--- src/rtl/bcd_score_tracker_if.sv ---
// Control pulses and status outputs of the BCD score tracker.
// master drives the game events; slave is the tracker itself.
interface bcd_score_tracker_if #(
    parameter int DIGITS = 4
);
    logic                  game_start;
    logic                  game_over;
    logic                  game_tick;
    logic                  pause;
    logic                  bonus;
    logic [3:0]            bonus_amt;
    logic [4*DIGITS-1:0]   score;
    logic [4*DIGITS-1:0]   high_score;
    logic                  active;
    logic                  paused;
    logic                  overflow;
    logic                  new_high;

    modport master (
        output game_start, game_over, game_tick, pause, bonus, bonus_amt,
        input  score, high_score, active, paused, overflow, new_high
    );

    modport slave (
        input  game_start, game_over, game_tick, pause, bonus, bonus_amt,
        output score, high_score, active, paused, overflow, new_high
    );
endinterface

--- src/rtl/bcd_score_tracker.sv ---
// Game score keeper: packed-BCD score with single-cycle decimal carry ripple,
// saturating or wrapping on overflow, and a high score latched at game end.
module bcd_score_tracker #(
    parameter int DIGITS = 4,
    parameter bit WRAP   = 1'b0
) (
    input logic                clk,
    input logic                rst_n,
    bcd_score_tracker_if.slave bus
);
    localparam int W = 4 * DIGITS;

    typedef enum logic [1:0] {IDLE, RUN, PAUSE, OVER} state_t;

    state_t         state, next_state;
    logic [W-1:0]   score_q, score_d;
    logic [W-1:0]   high_q, high_d;
    logic           overflow_q, overflow_d;
    logic           new_high_q, new_high_d;
    logic           active_q, paused_q;

    logic           in_game;
    logic           start_evt, over_evt, pause_evt, score_evt;
    logic [3:0]     bonus_clip, incr;
    logic [4:0]     digit_sum, digit_adj;
    logic           carry;
    logic [W-1:0]   sum_bcd, add_result;

    // One accepted event per cycle: game_start > game_over > pause > scoring.
    always_comb begin
        in_game   = (state == RUN) || (state == PAUSE);
        start_evt = bus.game_start;
        over_evt  = !start_evt && bus.game_over && in_game;
        pause_evt = !start_evt && !over_evt && bus.pause && in_game;
        score_evt = !start_evt && !over_evt && !pause_evt && (state == RUN);
    end

    // NOTE: sequential state uses non-blocking assignments so every register
    // samples the pre-edge values of the others.
    always_ff @(posedge clk or negedge rst_n) begin
        if (!rst_n) state <= IDLE;
        else        state <= next_state;
    end

    always_comb begin
        next_state = state;
        if (start_evt)      next_state = RUN;
        else if (over_evt)  next_state = OVER;
        else if (pause_evt) next_state = (state == RUN) ? PAUSE : RUN;
    end

    // Decimal add of 0..10 into the score, carry rippling through every digit.
    always_comb begin
        bonus_clip = (bus.bonus_amt > 4'd9) ? 4'd9 : bus.bonus_amt;
        incr       = (bus.bonus ? bonus_clip : 4'd0) + {3'b000, bus.game_tick};
        carry      = 1'b0;
        sum_bcd    = '0;
        digit_sum  = '0;
        digit_adj  = '0;
        for (int i = 0; i < DIGITS; i++) begin
            digit_sum = {1'b0, score_q[4*i +: 4]} +
                        ((i == 0) ? {1'b0, incr} : {4'b0000, carry});
            digit_adj = digit_sum - 5'd10;
            if (digit_sum >= 5'd10) begin
                sum_bcd[4*i +: 4] = digit_adj[3:0];
                carry             = 1'b1;
            end else begin
                sum_bcd[4*i +: 4] = digit_sum[3:0];
                carry             = 1'b0;
            end
        end
        add_result = carry ? (WRAP ? sum_bcd : {DIGITS{4'h9}}) : sum_bcd;
    end

    // NOTE: every output of this block is given a default first, so no path
    // leaves a variable unassigned and no latch is inferred.
    always_comb begin
        score_d    = score_q;
        high_d     = high_q;
        overflow_d = overflow_q;
        new_high_d = 1'b0;
        if (start_evt) begin
            score_d    = '0;
            overflow_d = 1'b0;
        end else if (over_evt) begin
            // Packed BCD orders like its binary image, so a plain compare works.
            if (score_q > high_q) begin
                high_d     = score_q;
                new_high_d = 1'b1;
            end
        end else if (score_evt) begin
            score_d = add_result;
            if (carry) overflow_d = 1'b1;
        end
    end

    always_ff @(posedge clk or negedge rst_n) begin
        if (!rst_n) begin
            score_q    <= '0;
            high_q     <= '0;
            overflow_q <= 1'b0;
            new_high_q <= 1'b0;
            active_q   <= 1'b0;
            paused_q   <= 1'b0;
        end else begin
            score_q    <= score_d;
            high_q     <= high_d;
            overflow_q <= overflow_d;
            new_high_q <= new_high_d;
            active_q   <= (next_state == RUN) || (next_state == PAUSE);
            paused_q   <= (next_state == PAUSE);
        end
    end

    assign bus.score      = score_q;
    assign bus.high_score = high_q;
    assign bus.overflow   = overflow_q;
    assign bus.new_high   = new_high_q;
    assign bus.active     = active_q;
    assign bus.paused     = paused_q;
endmodule

--- src/flat_wrapper.sv ---
// flat-port wrapper written by rule: the top's interface ports become plain ports
module bcd_score_tracker_flat 
#(
    parameter int DIGITS = 4,
    parameter bit WRAP   = 1'b0
)
  (clk, rst_n, bus_game_start, bus_game_over, bus_game_tick, bus_pause, bus_bonus, bus_bonus_amt, bus_score, bus_high_score, bus_active, bus_paused, bus_overflow, bus_new_high);
  bcd_score_tracker_if #(.DIGITS(DIGITS)) bus_i ();
  input logic clk;
  input logic rst_n;
  input wire logic [$bits(bus_i.game_start)-1:0] bus_game_start;
  input wire logic [$bits(bus_i.game_over)-1:0] bus_game_over;
  input wire logic [$bits(bus_i.game_tick)-1:0] bus_game_tick;
  input wire logic [$bits(bus_i.pause)-1:0] bus_pause;
  input wire logic [$bits(bus_i.bonus)-1:0] bus_bonus;
  input wire logic [$bits(bus_i.bonus_amt)-1:0] bus_bonus_amt;
  output wire logic [$bits(bus_i.score)-1:0] bus_score;
  output wire logic [$bits(bus_i.high_score)-1:0] bus_high_score;
  output wire logic [$bits(bus_i.active)-1:0] bus_active;
  output wire logic [$bits(bus_i.paused)-1:0] bus_paused;
  output wire logic [$bits(bus_i.overflow)-1:0] bus_overflow;
  output wire logic [$bits(bus_i.new_high)-1:0] bus_new_high;
  assign bus_i.game_start = bus_game_start;
  assign bus_i.game_over = bus_game_over;
  assign bus_i.game_tick = bus_game_tick;
  assign bus_i.pause = bus_pause;
  assign bus_i.bonus = bus_bonus;
  assign bus_i.bonus_amt = bus_bonus_amt;
  assign bus_score = bus_i.score;
  assign bus_high_score = bus_i.high_score;
  assign bus_active = bus_i.active;
  assign bus_paused = bus_i.paused;
  assign bus_overflow = bus_i.overflow;
  assign bus_new_high = bus_i.new_high;
  bcd_score_tracker #(.DIGITS(DIGITS), .WRAP(WRAP)) u_core (.clk(clk), .rst_n(rst_n), .bus(bus_i));
endmodule
--- config.mk ---
export PLATFORM = sky130hd
export DESIGN_NAME = bcd_score_tracker_flat
export DESIGN_NICKNAME = d
export VERILOG_FILES = /design/src/rtl/bcd_score_tracker_if.sv /design/src/rtl/bcd_score_tracker.sv /design/src/flat_wrapper.sv
export SDC_FILE = /design/constraint.sdc
export NUM_CORES = 1
export LEC_CHECK = 0
export CAP_MARGIN = 25
export CORE_MARGIN = 10
export CORE_UTILIZATION = 57
export DETAILED_ROUTE_END_ITERATION = 16
export HOLD_SLACK_MARGIN = 0.05
export PLACE_DENSITY = 0.95
export SYNTH_ARGS = -nofsm -noshare
export SYNTH_HDL_FRONTEND = slang
export SYNTH_SLANG_ARGS = --single-unit
--- constraint.sdc ---
create_clock -name clk -period 12.35 [get_ports clk]
set_input_delay 2.47 -clock clk [delete_from_list [all_inputs] [get_ports clk]]
set_output_delay 2.47 -clock clk [all_outputs]
set_load 0.02 [all_outputs]
== After elaboration in Yosys (flattened, before gate mapping) ==
Cells that the tools add are included.
Word-level totals
  bits in registers: 38
  bits in latches: 0
  memory bits (writable): 0
  memory bits (read-only): 0
  input port bits: 11
  output and inout port bits: 36
  memories: 0
Operators by class
  add/subtract/negate cells: 9
  $mul: 0
  div/mod/pow operators: 0
  order comparisons: 6
  eq/ne operators: 5
  shifts and indexed selects: 0
  muxes and demuxes: 25
  bitwise gates (word level): 1
  reduce and logical (&&, ||, !) cells: 17
Operators with widths (count)
  2-to-1 mux 16 bit: 4
  2-to-1 mux 4 bit: 6
  >= comparator 5 x 4 -> 1 bit (second input constant): 4
  > comparator 16 bit: 1
  subtractor 4 bit (second input constant): 4
  adder 4 x 1 -> 5 bit: 3
  2-to-1 mux 1 bit: 11
  2-to-1 mux 2 bit: 4
  logical AND 1 bit: 7
  AND reduction 3 bit: 2
  adder 4 x 4 -> 5 bit: 1
  adder 4 x 1 -> 4 bit: 1
  == test 2 x 1 -> 1 bit (second input constant): 2
  == test 2 bit (second input constant): 2
  > comparator 4 bit (second input constant): 1
  nonzero test 2 bit: 2
  zero test 1 bit: 3
  logical OR 1 bit: 2
  != test 2 bit (second input constant): 1
  AND reduction 2 bit: 1
  inverter 1 bit: 1

== Depth between registers and ports, before layout ==
  depth in word-level cells: 20
  depth in mapped cells: 37

== Least setup slack after synthesis ==
No wires, ideal clock.
  kind: in2reg
  from: input bus_bonus_amt[2]
  to: register u_core.score_q[14] (netlist: u_core.bus.score[14])
  setup time: 134 ps
  data arrival time: 8587 ps
  data required time: 12216 ps
  slack: 3630 ps
  stages on the path: 37
  buffers on the path: 0
  path through: o21a_1 -> o21a_1 -> ha_1 -> ha_1 -> inv_1 -> fa_1 -> xor2_1 -> ha_1 -> nand2_1 -> a21oi_2 -> inv_1 -> ha_1 -> ha_1 -> xor2_1 -> inv_1 -> ha_1 -> o31ai_2 -> nand3_1 -> o311a_1 -> inv_1 -> ha_1 -> ha_1 -> xnor2_1 -> ha_1 -> inv_1 -> a31oi_1 -> o31ai_1 -> a21oi_2 -> inv_1 -> ha_1 -> ha_1 -> nor2b_1 -> a211oi_1 -> a211oi_2 -> nor3_4 -> a21oi_1 -> mux2i_1
Between the ends
  cells in the longest elaborated chain, start to end: 20
  elaborated cells on any way between the ends: 22
  those cells by class: 6 x add/sub; 5 x order compare; 11 x mux
Ends and longest elaborated chain
  from (decl): RTL line flat_wrapper.sv:16  | input wire logic [$bits(bus_i.bonus_amt)-1:0] bus_bonus_amt;
  > comparator 4 bit: RTL line bcd_score_tracker.sv:54  | bonus_clip = (bus.bonus_amt > 4'd9) ? 4'd9 : bus.bonus_amt;
  2-to-1 mux 4 bit (*): RTL line bcd_score_tracker.sv:54
  2-to-1 mux 4 bit (*): RTL line bcd_score_tracker.sv:55  | incr = (bus.bonus ? bonus_clip : 4'd0) + {3'b000, bus.game_tick};
  adder 4 x 1 -> 4 bit (*): RTL line bcd_score_tracker.sv:55
  adder 4 x 4 -> 5 bit (*): RTL line bcd_score_tracker.sv:61  | digit_sum = {1'b0, score_q[4*i +: 4]} +
  >= comparator 5 x 4 -> 1 bit (*): RTL line bcd_score_tracker.sv:64  | if (digit_sum >= 5'd10) begin
  2-to-1 mux 1 bit (*): RTL line bcd_score_tracker.sv:64
  adder 4 x 1 -> 5 bit (*): RTL line bcd_score_tracker.sv:61
  [4 not listed]
  2-to-1 mux 1 bit (*): RTL line bcd_score_tracker.sv:64
  adder 4 x 1 -> 5 bit (*): RTL line bcd_score_tracker.sv:61
  subtractor 4 bit or >= comparator 5 x 4 -> 1 bit (tied branches): RTL line bcd_score_tracker.sv:63, bcd_score_tracker.sv:64
  2-to-1 mux 4 bit or 2-to-1 mux 1 bit (tied branches): RTL line bcd_score_tracker.sv:64
  2-to-1 mux 16 bit (*): RTL line bcd_score_tracker.sv:72  | add_result = carry ? (WRAP ? sum_bcd : {DIGITS{4'h9}}) : sum_bcd;
  2-to-1 mux 16 bit (*): RTL line bcd_score_tracker.sv:91  | end else if (score_evt) begin
  2-to-1 mux 16 bit (*): RTL line bcd_score_tracker.sv:85  | end else if (over_evt) begin
  2-to-1 mux 16 bit (*): RTL line bcd_score_tracker.sv:82  | if (start_evt) begin
  to (signal assigned): RTL line bcd_score_tracker.sv:106  | score_q <= score_d;
  to (decl): RTL line bcd_score_tracker.sv:16  | logic [W-1:0] score_q, score_d;
Mark *: on every way between the ends. The rest lies on a longest branch, timed or not. The select of a mux whose other input is x is not followed.
A chain may end at the register's enable or synchronous reset.

== Worst setup path in the final report ==
Same ends and word-level chain as after synthesis.

==> impl_metrics.ini <==
[outcome]
status = complete, no violations

[clock_network]
htree_num_levels = 2
post-cts-setup-buffer-count = 0
cts_resized = 0
cts_made_buffers = 5
path_clk_slew_ns = 0.07
worstSkewPairLatency_ns = 0.30
clock-sinks = 38
cts_hold_buf = 0
cts.path.max_buffers = 2
cts_tree = built
cts_root_buf = clkbuf_8

[global_route]
grt_start_max_net_pins = 39
antenna_found_initial = 0
grt_pass1_vias = 2170
globalRouteOverflowTotal = 0
grt_usage = 0.170
grt_pass1_wl_um = 10500

[sta]
fmax_mhz = 100
tns_ns = 0
setup_violations = 0
hold_violations = 0
finalCritPeriodShare = 0.808
slew_headroom = 0.428
tightest_slew_ns = 0.858
min_period_ns = 9.97
holdWs_ns = 0.530
maxSlewViolCount = 0
fin_skew_ns = 0.00570
rsz0062_at_grt = no

[routing]
routedWlPerCell_um = 18.0
first_iter_violations = 191
dr.pass1.iters = 4
postRouteAntennaNets = 0
drt-total-wl_um = 6430
drc = 0
via_count = 2122
via_per_inst = 5.94

[setup_path]
worst-r2r-setup-slack_ns = 5.26
start_kind = primary input
critPathRequiredTime_ns = 12.53
critPathKind = primary input to flip-flop
cp.arrival_ns = 10.15
cp_common_cell = ha_1
slowest_delay_ns = 0.55
cp_max_fo = 9
cp-end-kind = flip-flop
crit_slowest_cell = a211oi_2

[placement]
io_buffers = 46
dp_hpwl_um = 4850
place.gp.congestion = 0.891

[die]
core-area_um2 = 4410
dieArea_um2 = 7710
io_pins = 47
die-height_um = 87.8
initial_core_util = 0.594
die_w_um = 87.8
row_count = 24

[synthesis]
ys_seq_elements = 38
yosysTopAreaCell = dfrtp_1
ys_seq_area_frac = 0.363
synth-edff-count = 0
netlist_instances = 258
synth-warning-count = 0
syn_area_per_cell_um2 = 10.2
synth_cell_types = 48
synth_ff_type = dfrtp_1
synth_nets = 303
yosys-top-cells-area = dfrtp_1 36%, ha_1 16%, inv_1 4.7%, mux2_4 4.6%, a21oi_1 3.4%
synth_top_area_share = 0.363
syn_area_um2 = 2620
synth-async-reset-ratio = 1.00

[power]
ir_drop_v = 0.0000764
power_uw = 477
p_per_area_nw_per_um2 = 149
total_leakage_power_uw = 0.00149

[finish]
area_growth_pct = 22.2
drive_gt1_frac = 0.108
n_antenna_cell = 0
fin_nets = 351

[worst_hold_path]
hold_class = flip-flop to flip-flop

[run]
drv_cap = 0
kinds of logic after synthesis:
family,synth area share
xor+xnor,0.0301
simple gates,0.124
flops,0.363
compound gates,0.159
fa+ha+maj,0.165
mux,0.0993
buf+inv,0.0592
cell usage in the layout, fill, tap and decap left out, drive strengths merged, types with 8 or more instances in the layout:
cell / count
nor3: 10
a21oi: 20
ha: 33
dfrtp: 38
mux2: 16
clkdlybuf4s50: 45
nand3: 8
inv: 34
nor2: 18
nand2: 9
through the flow:
step	utilization	instance area (um^2)	std cells	setup slack (ns)
global route	0.725	3200	357	1.89
finish	0.725	3200	357	2.38
detailed placement	0.706	3120	351	2.27
floorplan	-	2620	258	3.63
CTS	0.725	3200	357	2.47
global placement	0.706	3120	351	2.67
worst paths after layout:
kind / end / cells past startpoint / from
worst max-delay path: u_core.bus.score[14] / 38 / bus_bonus_amt[2]
worst min-delay path: u_core.bus.overflow / 2 / u_core.bus.overflow
worst max register to register: u_core.bus.score[14] / 34 / u_core.bus.score[0]
worst min register to register: u_core.bus.overflow / 2 / u_core.bus.overflow
max in group asynchronous: u_core.state[0] / 1 / rst_n
min in group asynchronous: u_core.bus.high_score[6] / 1 / rst_n
cell usage after synthesis (5+ instances only):
cell type / number
nor3_1: 9
xnor2_1: 5
a22o_1: 7
mux2_2: 8
inv_1: 33
dfrtp_1: 38
mux2i_1: 5
mux2_4: 8
nand2_1: 9
a21oi_1: 18
ha_1: 33
nor2_1: 17
nand3_1: 8
metal layers:
metal | part of all wire | routed length [um] | GRT usage
met3 | 0.080 | 517 | 0.0483
met2 | 0.50 | 3220 | 0.295
met5 | 0 | 0 | 0
met1 | 0.40 | 2590 | 0.201
met4 | 0.015 | 99 | 0.0420
power by group:
part           switching [uW]  internal [uW]  leakage [uW]
Combinational             120            106      0.000937
Clock                    43.1           43.1     0.0000431
Sequential               21.0            144      0.000511
final cells by class:
class,count,area (um^2)
timing repair buffer,46,455
multi-input combinational,181,1510
clock buffer,6,82.6
inverter,34,133
fill,314,1210
sequential,38,951
tap,52,65.1
state kept, by name, summed over array words and instances (netlist names):
register,flops
u_core.bus.high_score,16
u_core.bus.new_high,1
u_core.bus.paused,1
u_core.bus.overflow,1
u_core.bus.score,16
u_core.state,2
u_core.bus.active,1
critical path: cells and delay by family:
family | cells | cell delay (ns)
compound gates | 11 | 2.42
xor+xnor | 3 | 0.74
fa+ha+maj | 12 | 3.06
buf+inv | 7 | 0.91
mux | 1 | 0.09
simple gates | 4 | 0.47
Power figures use the tool's default switching activity.
